## src/rtl/pixel_timing_gen_if.sv

```systemverilog
// Raster timing bundle driven by pixel_timing_gen (master) and sampled by the
// video datapath (slave) in the cycle pixel_clk is high.
interface pixel_timing_gen_if;
    logic        pixel_clk;
    logic        hsync;
    logic        vsync;
    logic        active;
    logic [9:0]  hcount;
    logic [9:0]  vcount;
    logic [19:0] pixel_addr;
    logic        frame_flag;

    modport master (
        output pixel_clk,
        output hsync,
        output vsync,
        output active,
        output hcount,
        output vcount,
        output pixel_addr,
        output frame_flag
    );

    modport slave (
        input pixel_clk,
        input hsync,
        input vsync,
        input active,
        input hcount,
        input vcount,
        input pixel_addr,
        input frame_flag
    );
endinterface

```

## src/rtl/pixel_timing_gen.sv

```systemverilog
// Pixel-rate strobe divider plus horizontal/vertical raster counters with
// sync, active-video, linear address and end-of-frame outputs.
module pixel_timing_gen #(
    parameter int CLK_DIV  = 6,
    parameter int H_ACTIVE = 640,
    parameter int H_FP     = 16,
    parameter int H_SYNC   = 96,
    parameter int H_BP     = 48,
    parameter int V_ACTIVE = 480,
    parameter int V_FP     = 10,
    parameter int V_SYNC   = 2,
    parameter int V_BP     = 33
) (
    input  logic                      clk,
    input  logic                      n_rst,
    input  logic                      s_rst,
    input  logic                      enable,
    pixel_timing_gen_if.master        vid
);

    localparam int H_TOTAL = H_ACTIVE + H_FP + H_SYNC + H_BP;
    localparam int V_TOTAL = V_ACTIVE + V_FP + V_SYNC + V_BP;
    localparam int DIV_W   = (CLK_DIV > 2) ? $clog2(CLK_DIV) : 1;

    localparam logic [DIV_W-1:0] DIV_LAST   = DIV_W'(CLK_DIV - 1);
    localparam logic [DIV_W-1:0] DIV_ONE    = DIV_W'(1);
    localparam logic [DIV_W-1:0] DIV_ZERO   = DIV_W'(0);
    localparam logic [9:0]       H_LAST     = 10'(H_TOTAL - 1);
    localparam logic [9:0]       V_LAST     = 10'(V_TOTAL - 1);
    localparam logic [9:0]       H_ACT      = 10'(H_ACTIVE);
    localparam logic [9:0]       V_ACT      = 10'(V_ACTIVE);
    localparam logic [9:0]       H_ACT_LAST = 10'(H_ACTIVE - 1);
    localparam logic [9:0]       V_ACT_LAST = 10'(V_ACTIVE - 1);
    localparam logic [9:0]       HS_FIRST   = 10'(H_ACTIVE + H_FP);
    localparam logic [9:0]       HS_LAST    = 10'(H_ACTIVE + H_FP + H_SYNC - 1);
    localparam logic [9:0]       VS_FIRST   = 10'(V_ACTIVE + V_FP);
    localparam logic [9:0]       VS_LAST    = 10'(V_ACTIVE + V_FP + V_SYNC - 1);

    logic [DIV_W-1:0] div_cnt_r;
    logic             pixel_clk_r;
    logic             hsync_r;
    logic             vsync_r;
    logic             active_r;
    logic [9:0]       hcount_r;
    logic [9:0]       vcount_r;
    logic [19:0]      pixel_addr_r;
    logic             frame_flag_r;

    logic             tick_s;
    logic [9:0]       h_next_s;
    logic [9:0]       v_next_s;
    logic             active_next_s;
    logic             hsync_next_s;
    logic             vsync_next_s;
    logic             frame_next_s;
    logic [19:0]      addr_next_s;

    // Strobe qualifier: last divider count while running.
    always_comb begin
        tick_s = enable && (div_cnt_r == DIV_LAST);
    end

    // Next raster position; vcount only moves when hcount wraps.
    always_comb begin
        h_next_s = hcount_r;
        v_next_s = vcount_r;
        if (hcount_r == H_LAST) begin
            h_next_s = 10'd0;
            if (vcount_r == V_LAST) begin
                v_next_s = 10'd0;
            end else begin
                v_next_s = vcount_r + 10'd1;
            end
        end else begin
            h_next_s = hcount_r + 10'd1;
            v_next_s = vcount_r;
        end
    end

    // Derived outputs evaluated on the new position so they land with the strobe.
    always_comb begin
        active_next_s = (h_next_s < H_ACT) && (v_next_s < V_ACT);
        hsync_next_s  = !((h_next_s >= HS_FIRST) && (h_next_s <= HS_LAST));
        vsync_next_s  = !((v_next_s >= VS_FIRST) && (v_next_s <= VS_LAST));
        frame_next_s  = (h_next_s == H_ACT_LAST) && (v_next_s == V_ACT_LAST);
        addr_next_s   = pixel_addr_r;
        if ((h_next_s == 10'd0) && (v_next_s == 10'd0)) begin
            addr_next_s = 20'd0;
        end else if (active_next_s) begin
            addr_next_s = pixel_addr_r + 20'd1;
        end else begin
            addr_next_s = pixel_addr_r;
        end
    end

    // Divider and raster state; reset parks at the last position so the first tick lands on (0,0).
    always_ff @(posedge clk or negedge n_rst) begin
        if (!n_rst) begin
            div_cnt_r    <= DIV_ZERO;
            pixel_clk_r  <= 1'b0;
            hsync_r      <= 1'b1;
            vsync_r      <= 1'b1;
            active_r     <= 1'b0;
            hcount_r     <= H_LAST;
            vcount_r     <= V_LAST;
            pixel_addr_r <= 20'd0;
            frame_flag_r <= 1'b0;
        end else if (s_rst) begin
            div_cnt_r    <= DIV_ZERO;
            pixel_clk_r  <= 1'b0;
            hsync_r      <= 1'b1;
            vsync_r      <= 1'b1;
            active_r     <= 1'b0;
            hcount_r     <= H_LAST;
            vcount_r     <= V_LAST;
            pixel_addr_r <= 20'd0;
            frame_flag_r <= 1'b0;
        end else if (tick_s) begin
            div_cnt_r    <= DIV_ZERO;
            pixel_clk_r  <= 1'b1;
            hsync_r      <= hsync_next_s;
            vsync_r      <= vsync_next_s;
            active_r     <= active_next_s;
            hcount_r     <= h_next_s;
            vcount_r     <= v_next_s;
            pixel_addr_r <= addr_next_s;
            frame_flag_r <= frame_next_s;
        end else begin
            pixel_clk_r  <= 1'b0;
            frame_flag_r <= 1'b0;
            if (enable) begin
                div_cnt_r <= div_cnt_r + DIV_ONE;
            end else begin
                div_cnt_r <= div_cnt_r;
            end
        end
    end

    assign vid.pixel_clk  = pixel_clk_r;
    assign vid.hsync      = hsync_r;
    assign vid.vsync      = vsync_r;
    assign vid.active     = active_r;
    assign vid.hcount     = hcount_r;
    assign vid.vcount     = vcount_r;
    assign vid.pixel_addr = pixel_addr_r;
    assign vid.frame_flag = frame_flag_r;

endmodule

```

## src/flat_wrapper.sv

```systemverilog
// flat-port wrapper written by rule: the top's interface ports become plain ports
module pixel_timing_gen_flat 
#(
    parameter int CLK_DIV  = 6,
    parameter int H_ACTIVE = 640,
    parameter int H_FP     = 16,
    parameter int H_SYNC   = 96,
    parameter int H_BP     = 48,
    parameter int V_ACTIVE = 480,
    parameter int V_FP     = 10,
    parameter int V_SYNC   = 2,
    parameter int V_BP     = 33
)
  (clk, n_rst, s_rst, enable, vid_pixel_clk, vid_hsync, vid_vsync, vid_active, vid_hcount, vid_vcount, vid_pixel_addr, vid_frame_flag);
  pixel_timing_gen_if vid_i ();
  input  logic clk;
  input  logic n_rst;
  input  logic s_rst;
  input  logic enable;
  output wire logic [$bits(vid_i.pixel_clk)-1:0] vid_pixel_clk;
  output wire logic [$bits(vid_i.hsync)-1:0] vid_hsync;
  output wire logic [$bits(vid_i.vsync)-1:0] vid_vsync;
  output wire logic [$bits(vid_i.active)-1:0] vid_active;
  output wire logic [$bits(vid_i.hcount)-1:0] vid_hcount;
  output wire logic [$bits(vid_i.vcount)-1:0] vid_vcount;
  output wire logic [$bits(vid_i.pixel_addr)-1:0] vid_pixel_addr;
  output wire logic [$bits(vid_i.frame_flag)-1:0] vid_frame_flag;
  assign vid_pixel_clk = vid_i.pixel_clk;
  assign vid_hsync = vid_i.hsync;
  assign vid_vsync = vid_i.vsync;
  assign vid_active = vid_i.active;
  assign vid_hcount = vid_i.hcount;
  assign vid_vcount = vid_i.vcount;
  assign vid_pixel_addr = vid_i.pixel_addr;
  assign vid_frame_flag = vid_i.frame_flag;
  pixel_timing_gen #(.CLK_DIV(CLK_DIV), .H_ACTIVE(H_ACTIVE), .H_FP(H_FP), .H_SYNC(H_SYNC), .H_BP(H_BP), .V_ACTIVE(V_ACTIVE), .V_FP(V_FP), .V_SYNC(V_SYNC), .V_BP(V_BP)) u_core (.clk(clk), .n_rst(n_rst), .s_rst(s_rst), .enable(enable), .vid(vid_i));
endmodule
```

## config.mk

```make
export PLATFORM = sky130hd
export DESIGN_NAME = pixel_timing_gen_flat
export DESIGN_NICKNAME = d
export VERILOG_FILES = /design/src/rtl/pixel_timing_gen_if.sv /design/src/rtl/pixel_timing_gen.sv /design/src/flat_wrapper.sv
export SDC_FILE = /design/constraint.sdc
export NUM_CORES = 1
export LEC_CHECK = 0
export ABC_AREA = 1
export CORE_MARGIN = 8
export CORE_UTILIZATION = 59
export DETAILED_ROUTE_END_ITERATION = 6
export GPL_TIMING_DRIVEN = 1
export HOLD_SLACK_MARGIN = 0.08
export PLACE_DENSITY_LB_ADDON = 0.12
export SYNTH_ARGS = -nofsm -noshare
export SYNTH_HDL_FRONTEND = slang
export SYNTH_SLANG_ARGS = --single-unit
```

## constraint.sdc

```tcl
create_clock -name clk -period 6.2 [get_ports clk]
set_clock_uncertainty 0.05 [all_clocks]
set_input_delay 1.86 -clock clk [delete_from_list [all_inputs] [get_ports clk]]
set_output_delay 1.86 -clock clk [all_outputs]
set_load 0.005 [all_outputs]
```

==> results of run 1 <==
[cells by family after synthesis]
family	synth area share [%]
and+or+nand+nor	37.5
xor gates and xnor gates	5.16
buffers and inverters	9.66
DFF	37.7
AOI/OAI and AO/OA	7.26
adders and majority gates	2.72
[area by class of cell]
type / instances / area (um2)
clock buffers: 6 / 72.6
fillers: 467 / 1620
flip-flops and latches: 48 / 1220
inverters: 57 / 214
clock inverters: 2 / 12.5
multi-input cells: 339 / 1700
well taps: 72 / 90.1
repair buffers: 49 / 483
[where the power goes]
group	switching (mW)	internal, mW
clock	0.111	0.0791
combinational	0.0356	0.0130
sequential	0.00375	0.316
total	0.150	0.408
[flip-flops by register name, summed over array words and instances (netlist names)]
name and cells:
u_core.vid.active 1, u_core.vid.vcount 10, u_core.vid.vsync 1, u_core.vid.hcount 10, u_core.vid.frame_flag 1, u_core.vid.pixel_addr 20
u_core.div_cnt_r 3, u_core.vid.pixel_clk 1, u_core.vid.hsync 1
[cells in the final DEF (no fill, tap or decap), drive strengths merged, types with 2 or more instances in the layout]
cell type	netlist	routed
nand3	53	53
inv	57	57
xnor2	3	3
dfstp	12	12
nor2	60	60
o21ai	10	10
a22oi	4	4
o22ai	13	13
nor3	10	10
clkdlybuf4s50	0	47
xor2	16	16
nor4	6	6
o22a	2	2
buf	12	2
nand2	134	134
ha	7	7
nand4	11	11
clkbuf	2	6
a21oi	4	4
dfrtp	36	36
[layer usage]
layer | GRT usage, % | vias to the layer above | share of wire [%]
met5 | 0 | - | 0
li1 | - | 1564 | -
met2 | 29.8 | 113 | 45
met4 | 6.24 | 0 | 1.7
met1 | 25.1 | 1479 | 47
met3 | 5.40 | 16 | 6.5
[path summary, 6_finish.rpt]
kind	startpoint	to	slack [ns]
setup / recovery	enable	u_core.vid.hsync$_DFFE_PN1P_	2.42
hold / removal	u_core.vid.hcount[4]$_DFFE_PN1P_	u_core.vid.hcount[4]$_DFFE_PN1P_	0.48
setup reg to reg	u_core.vid.hcount[0]$_DFFE_PN1P_	u_core.vid.pixel_addr[10]$_DFFE_PN0P_	2.98
hold reg to reg	u_core.vid.hcount[4]$_DFFE_PN1P_	u_core.vid.hcount[4]$_DFFE_PN1P_	0.48
max in group asynchronous	n_rst	u_core.vid.pixel_clk$_DFF_PN0_	3.76
min in group asynchronous	n_rst	u_core.vid.vcount[5]$_DFFE_PN0P_	1.69
[per-stage QoR]
step           setup WS [ns]  hold WS [ns]  utilization (%)  total power [mW]  std cells
2_1_floorplan           3.15         0.426                -             0.359        458
3_3_place_gp            2.25         0.463             68.4             0.373        565
3_5_place_dp            2.14         0.462             68.4             0.374        565
4_1_cts                 2.44         0.487             70.0             0.561        573
5_1_grt                 2.18         0.503             70.0             0.581        573
6_report                2.42         0.481             70.0             0.559        573
[worst max-delay path, stage by stage]
cell,delay (ns)
clkdlybuf4s50_1,0.49
nand3_1,0.15
nor2_1,0.43
inv_1,0.40
nor4_1,0.36
nand3_1,0.12
o21ai_0,0.10
inv_1,0.07
==> results by group, run 1 <==
Detailed routing
  • WL/cell: 14.0 um
  • Vias per cell: 5.54
  • Routed vias: 3172
  • Drt total wl: 8010 um
  • Post-route ant nets: 0
  • 1st-iter DRT viols: 238
  • Drt drc: 0
  • First-pass DRT Iterations: 4

Finish
  • NumNets Final: 511
  • Area grow syn2layout: 17.4%
  • Share of layout cells above drive strength 1: 6.79%
  • Antenna Cells: 0
  • Post-layout instance area: 3780 um2

Placement
  • Routability cong.: 0.904
  • Placed cell areas: 3700 um2
  • DPL Wire Length: 5570 um
  • PortBufs: 48

Synthesis
  • Yosys reg bits: 48
  • Post-synth EDFFs: 0
  • Cell with the most instances after synthesis: nand2_1
  • Post-synth cell types: 34
  • Synth top area cells: dfrtp_1 (28%), nand2_1 (15%), dfstp_2 (9.8%), nand3_1 (7.8%), nor2_1 (6.6%)
  • Synthesized area per cell: 7.04 um2
  • Synth area leader: dfrtp_1
  • Mapped Cells: 458
  • Sequential area share after synthesis: 37.7%
  • Async S/R FF share, synth: 100%
  • Synth cell count leaders: nand2_1 (129), nor2_1 (57), inv_1 (56)
  • Main synth FF type: dfrtp_1
  • Top cell type's share of synthesized area: 27.9%
  • Post-Syn Area: 3220 um2
  • Total nets after synthesis: 469
  • Synth warn: 0

Hold path
  • Worst Hold Path Cells: 2
  • Worst Hold Class: flop to flop

Setup path
  • CP max FO: 16
  • Worst Path Arrival: 3.97 ns
  • Critical path capture point type: flop
  • Crit path required time: 6.39 ns
  • Startpoint Class: primary input
  • Critical path class: primary input to flop
  • Reg2Reg Depth: 13

Clocking
  • CTS tree: yes
  • CTS clk-pin slew, worst paths: 0.09 ns
  • Cts repair resizes: 0
  • CTS Buf Count: 5
  • Clock sink total: 48
  • H-tree Lvls: 2
  • Post-CTS setup buffers: 0
  • Clock latency at the later pin of the worst-skew pair: 0.31 ns
  • Root buf cell: clkbuf_8
  • Hold Buf Count CTS: 0
  • Clock buffer depth: 2

Die
  • Num ports: 49
  • Core Box Area: 5410 um2
  • Total die area: 8090 um2
  • Num rows: 27
  • Die X-Extent: 89.9 um
  • Initial core utilization: 59.7%
  • Die height: 89.9 um

Global routing
  • First-pass GRT wire length: 13300 um
  • GRT Util Overall: 19.2%
  • Antenna violations before repair: 0
  • Vias in the first global route: 2933
  • Gr ovfl total: 0
  • Largest net degree at the start of global routing: 49

STA
  • Max_slew headroom: 29.6%
  • Measured slew at the worst slew-check pin: 1.06 ns
  • RSZ-0062 raised after global routing: no
  • Period utilisation layout: 61.0%
  • Peak Freq: 264 MHz
  • Setup TNS: 0 ns
  • Final min period: 3.78 ns
  • Fin. Hold Viols: 0
  • # setup viols final: 0
  • Final Slew Violations: 0

Power
  • Maximum VDD drop: 0.0000995 V
  • Lkg Pwr: 1.76 nW
  • PwrDens: 148 nW/um2

Status
  • Status: completed

Job
  • Max_cap viols: 0
(Power assumes the default switching activity.)
==> run 2, diff against run 1 <==
- CORE_UTILIZATION: 59 -> 55
- clock period: 6.2 -> 3.5 ns (I/O delays scaled with it)
==> results by group, run 2 (same netlist as run 1, synthesis figures left out) <==
Die
  • Core Box Area: 5780 um2 (was 5410 um2)
  • Total die area: 8570 um2 (was 8090 um2)
  • Num ports: 49 (unchanged)
  • Num rows: 28 (was 27)
  • Die X-Extent: 92.6 um (was 89.9 um)
  • Initial core utilization: 55.8% (was 59.7%)
  • Die height: 92.6 um (was 89.9 um)

Clocking
  • CTS Buf Count: 5 (unchanged)
  • H-tree Lvls: 2 (unchanged)
  • Cts repair resizes: 0 (unchanged)
  • Post-CTS setup buffers: 0 (unchanged)
  • Hold Buf Count CTS: 0 (unchanged)
  • Root buf cell: clkbuf_8 (unchanged)
  • Clock latency at the later pin of the worst-skew pair: 0.30 ns (was 0.31 ns)
  • CTS tree: yes (unchanged)
  • Clock buffer depth: 2 (unchanged)
  • Clock sink total: 48 (unchanged)
  • CTS clk-pin slew, worst paths: 0.09 ns (about the same)

Global routing
  • First-pass GRT wire length: 13800 um (was 13300 um)
  • Vias in the first global route: 2965 (was 2933)
  • Largest net degree at the start of global routing: 28 (was 49)
  • GRT Util Overall: 19.2% (about the same)
  • Antenna violations before repair: 0 (unchanged)
  • Gr ovfl total: 0 (unchanged)

Finish
  • Fin util: 66.6% (was 70.0%)
  • Max reg flops: 20 (unchanged)
  • Share of layout cells above drive strength 1: 7.54% (was 6.79%)
  • NumNets Final: 514 (was 511)
  • Post-Layout Cell Count: 579 (was 573)
  • Commonest non-fill, non-tap cell in the layout: nand2_1 (unchanged)
  • Fillers: 526 (was 467)
  • Multi-input gate area: 1700 um2 (unchanged)
  • Sequential standard cell area: 1220 um2 (unchanged)
  • Most frequent cells in the layout: nand2_1 (129), nor2_1 (57), inv_1 (56), nand3_1 (50), clkdlybuf4s50_1 (47) (unchanged)
  • Antenna Cells: 0 (unchanged)
  • Area grow syn2layout: 19.3% (was 17.4%)

Detailed routing
  • 1st-iter DRT viols: 173 (was 238)
  • Top Layer Used: met4 (unchanged)
  • Drt drc: 0 (unchanged)
  • WL/cell: 13.6 um (was 14.0 um)
  • Drt total wl: 7880 um (was 8010 um)
  • Routed vias: 3149 (was 3172)
  • Vias per cell: 5.44 (was 5.54)
  • Post-route ant nets: 0 (unchanged)
  • M1 wire length: 3770 um (was 3790 um)
  • Routed length on met3: 481 um (was 520 um)
  • DR WL met2: 3560 um (was 3570 um)
  • First-pass DRT Iterations: 4 (unchanged)

Setup path
  • Worst Path Arrival: 3.07 ns (was 3.97 ns)
  • Crit path required time: 3.65 ns (was 6.39 ns)
  • CP max FO: 20 (was 16)
  • Critical path capture point type: flop (unchanged)
  • Critical path class: flop to flop (was primary input to flop)
  • Startpoint Class: flop (was primary input)

Placement
  • Routability cong.: 0.920 (was 0.904)
  • Pre-CTS WS: 0.568 ns (was 2.14 ns)
  • DPL Wire Length: 5850 um (was 5570 um)
  • Placed Cells incl. Taps: 571 (was 565)
  • PortBufs: 48 (unchanged)

Hold path
  • Worst Hold Class: flop to flop (unchanged)

STA
  • Final min period: 2.92 ns
  • Worst setup margin: 0.579 ns (was 2.42 ns)
  • RSZ-0062 raised after global routing: no (unchanged)
  • Measured slew at the worst slew-check pin: 0.672 ns (was 1.06 ns)
  • Fin. Hold Viols: 0 (unchanged)
  • Period utilisation layout: 83.4%
  • Max_slew headroom: 55.1% (was 29.6%)
  • # setup viols final: 0 (unchanged)
  • Final Slew Violations: 0 (unchanged)
  • Setup TNS: 0 ns (unchanged)
  • Peak Freq: 342 MHz

Status
  • Status: completed (unchanged)

Power
  • Lkg Pwr: 1.79 nW (was 1.76 nW)
  • PwrDens: 281 nW/um2 (was 148 nW/um2)
  • Power Total: 1.08 mW (was 0.559 mW)
  • Maximum VDD drop: 0.000199 V (was 0.0000995 V)

Job
  • Max_cap viols: 0 (unchanged)
run 2: changes by cell type in the layout (fill, tap and decap cells not counted):
cell	delta
clkbuf_1	-1
buf_4	+3
clkinv_4	+1
bufinv_16	+1
clkinv_2	-1
clkinvlp_4	-1
clkbuf_8	+1
run 2: cell type report:
cell class                      instances  share of cell area, %
Clock buffer                            6                   2.15
Clock inverter                          2                   1.01
Inverter                               57                   5.56
Multi-Input combinational cell        339                   44.1
Sequential cell                        48                   31.6
Tap cell                               75                   2.44
Timing Repair Buffer                   52                   13.1
run 2: stage by stage:
step                area, um2  hold WS [ns]
finish                   3850         0.466
global placement         3730         0.459
floorplan                3220         0.426
CTS                      3850         0.474
global route             3850         0.490
detailed placement       3730         0.440
run 2: critical path, stage by stage (launching register included):
cell     delay (ns)
dfstp_2        0.60
ha_1           0.20
nand2_2        0.09
nor2_4         0.14
nand3_2        0.26
nand2_1        0.15
nand2_1        0.06
nand2_1        0.18
nand3_1        0.11
nor2_1         0.14
nand3_2        0.09
nand2_1        0.51
nor2_1         0.09
nand3_1        0.09
nand2_1        0.06
run 2: path summary, 6_finish.rpt:
check | startpoint | end | slack, ns | cells after the start
hold reg to reg | u_core.vid.hcount[9]$_DFFE_PN1P_ | u_core.vid.hcount[9]$_DFFE_PN1P_ | 0.47 | 2
setup reg to reg | u_core.vid.hcount[0]$_DFFE_PN1P_ | u_core.vid.pixel_addr[10]$_DFFE_PN0P_ | 0.58 | 14
hold / removal | u_core.vid.hcount[9]$_DFFE_PN1P_ | u_core.vid.hcount[9]$_DFFE_PN1P_ | 0.47 | 2
min in group asynchronous | n_rst | u_core.vid.hcount[7]$_DFFE_PN0P_ | 0.64 | 1
max in group asynchronous | n_rst | u_core.vid.vcount[3]$_DFFE_PN1P_ | 1.98 | 2
setup / recovery | u_core.vid.hcount[0]$_DFFE_PN1P_ | u_core.vid.pixel_addr[10]$_DFFE_PN0P_ | 0.58 | 14
run 2: layer usage:
metal	vias up	track usage, %
met3	11	3.80
met2	97	29.7
met4	0	4.97
li1	1571	-
met5	-	0
met1	1470	26.6
run 2: report_power, final:
group	total [mW]	switching (mW)	internal [mW]
combinational	0.0865	0.0625	0.0239
sequential	0.567	0.00686	0.560
clock	0.429	0.195	0.234
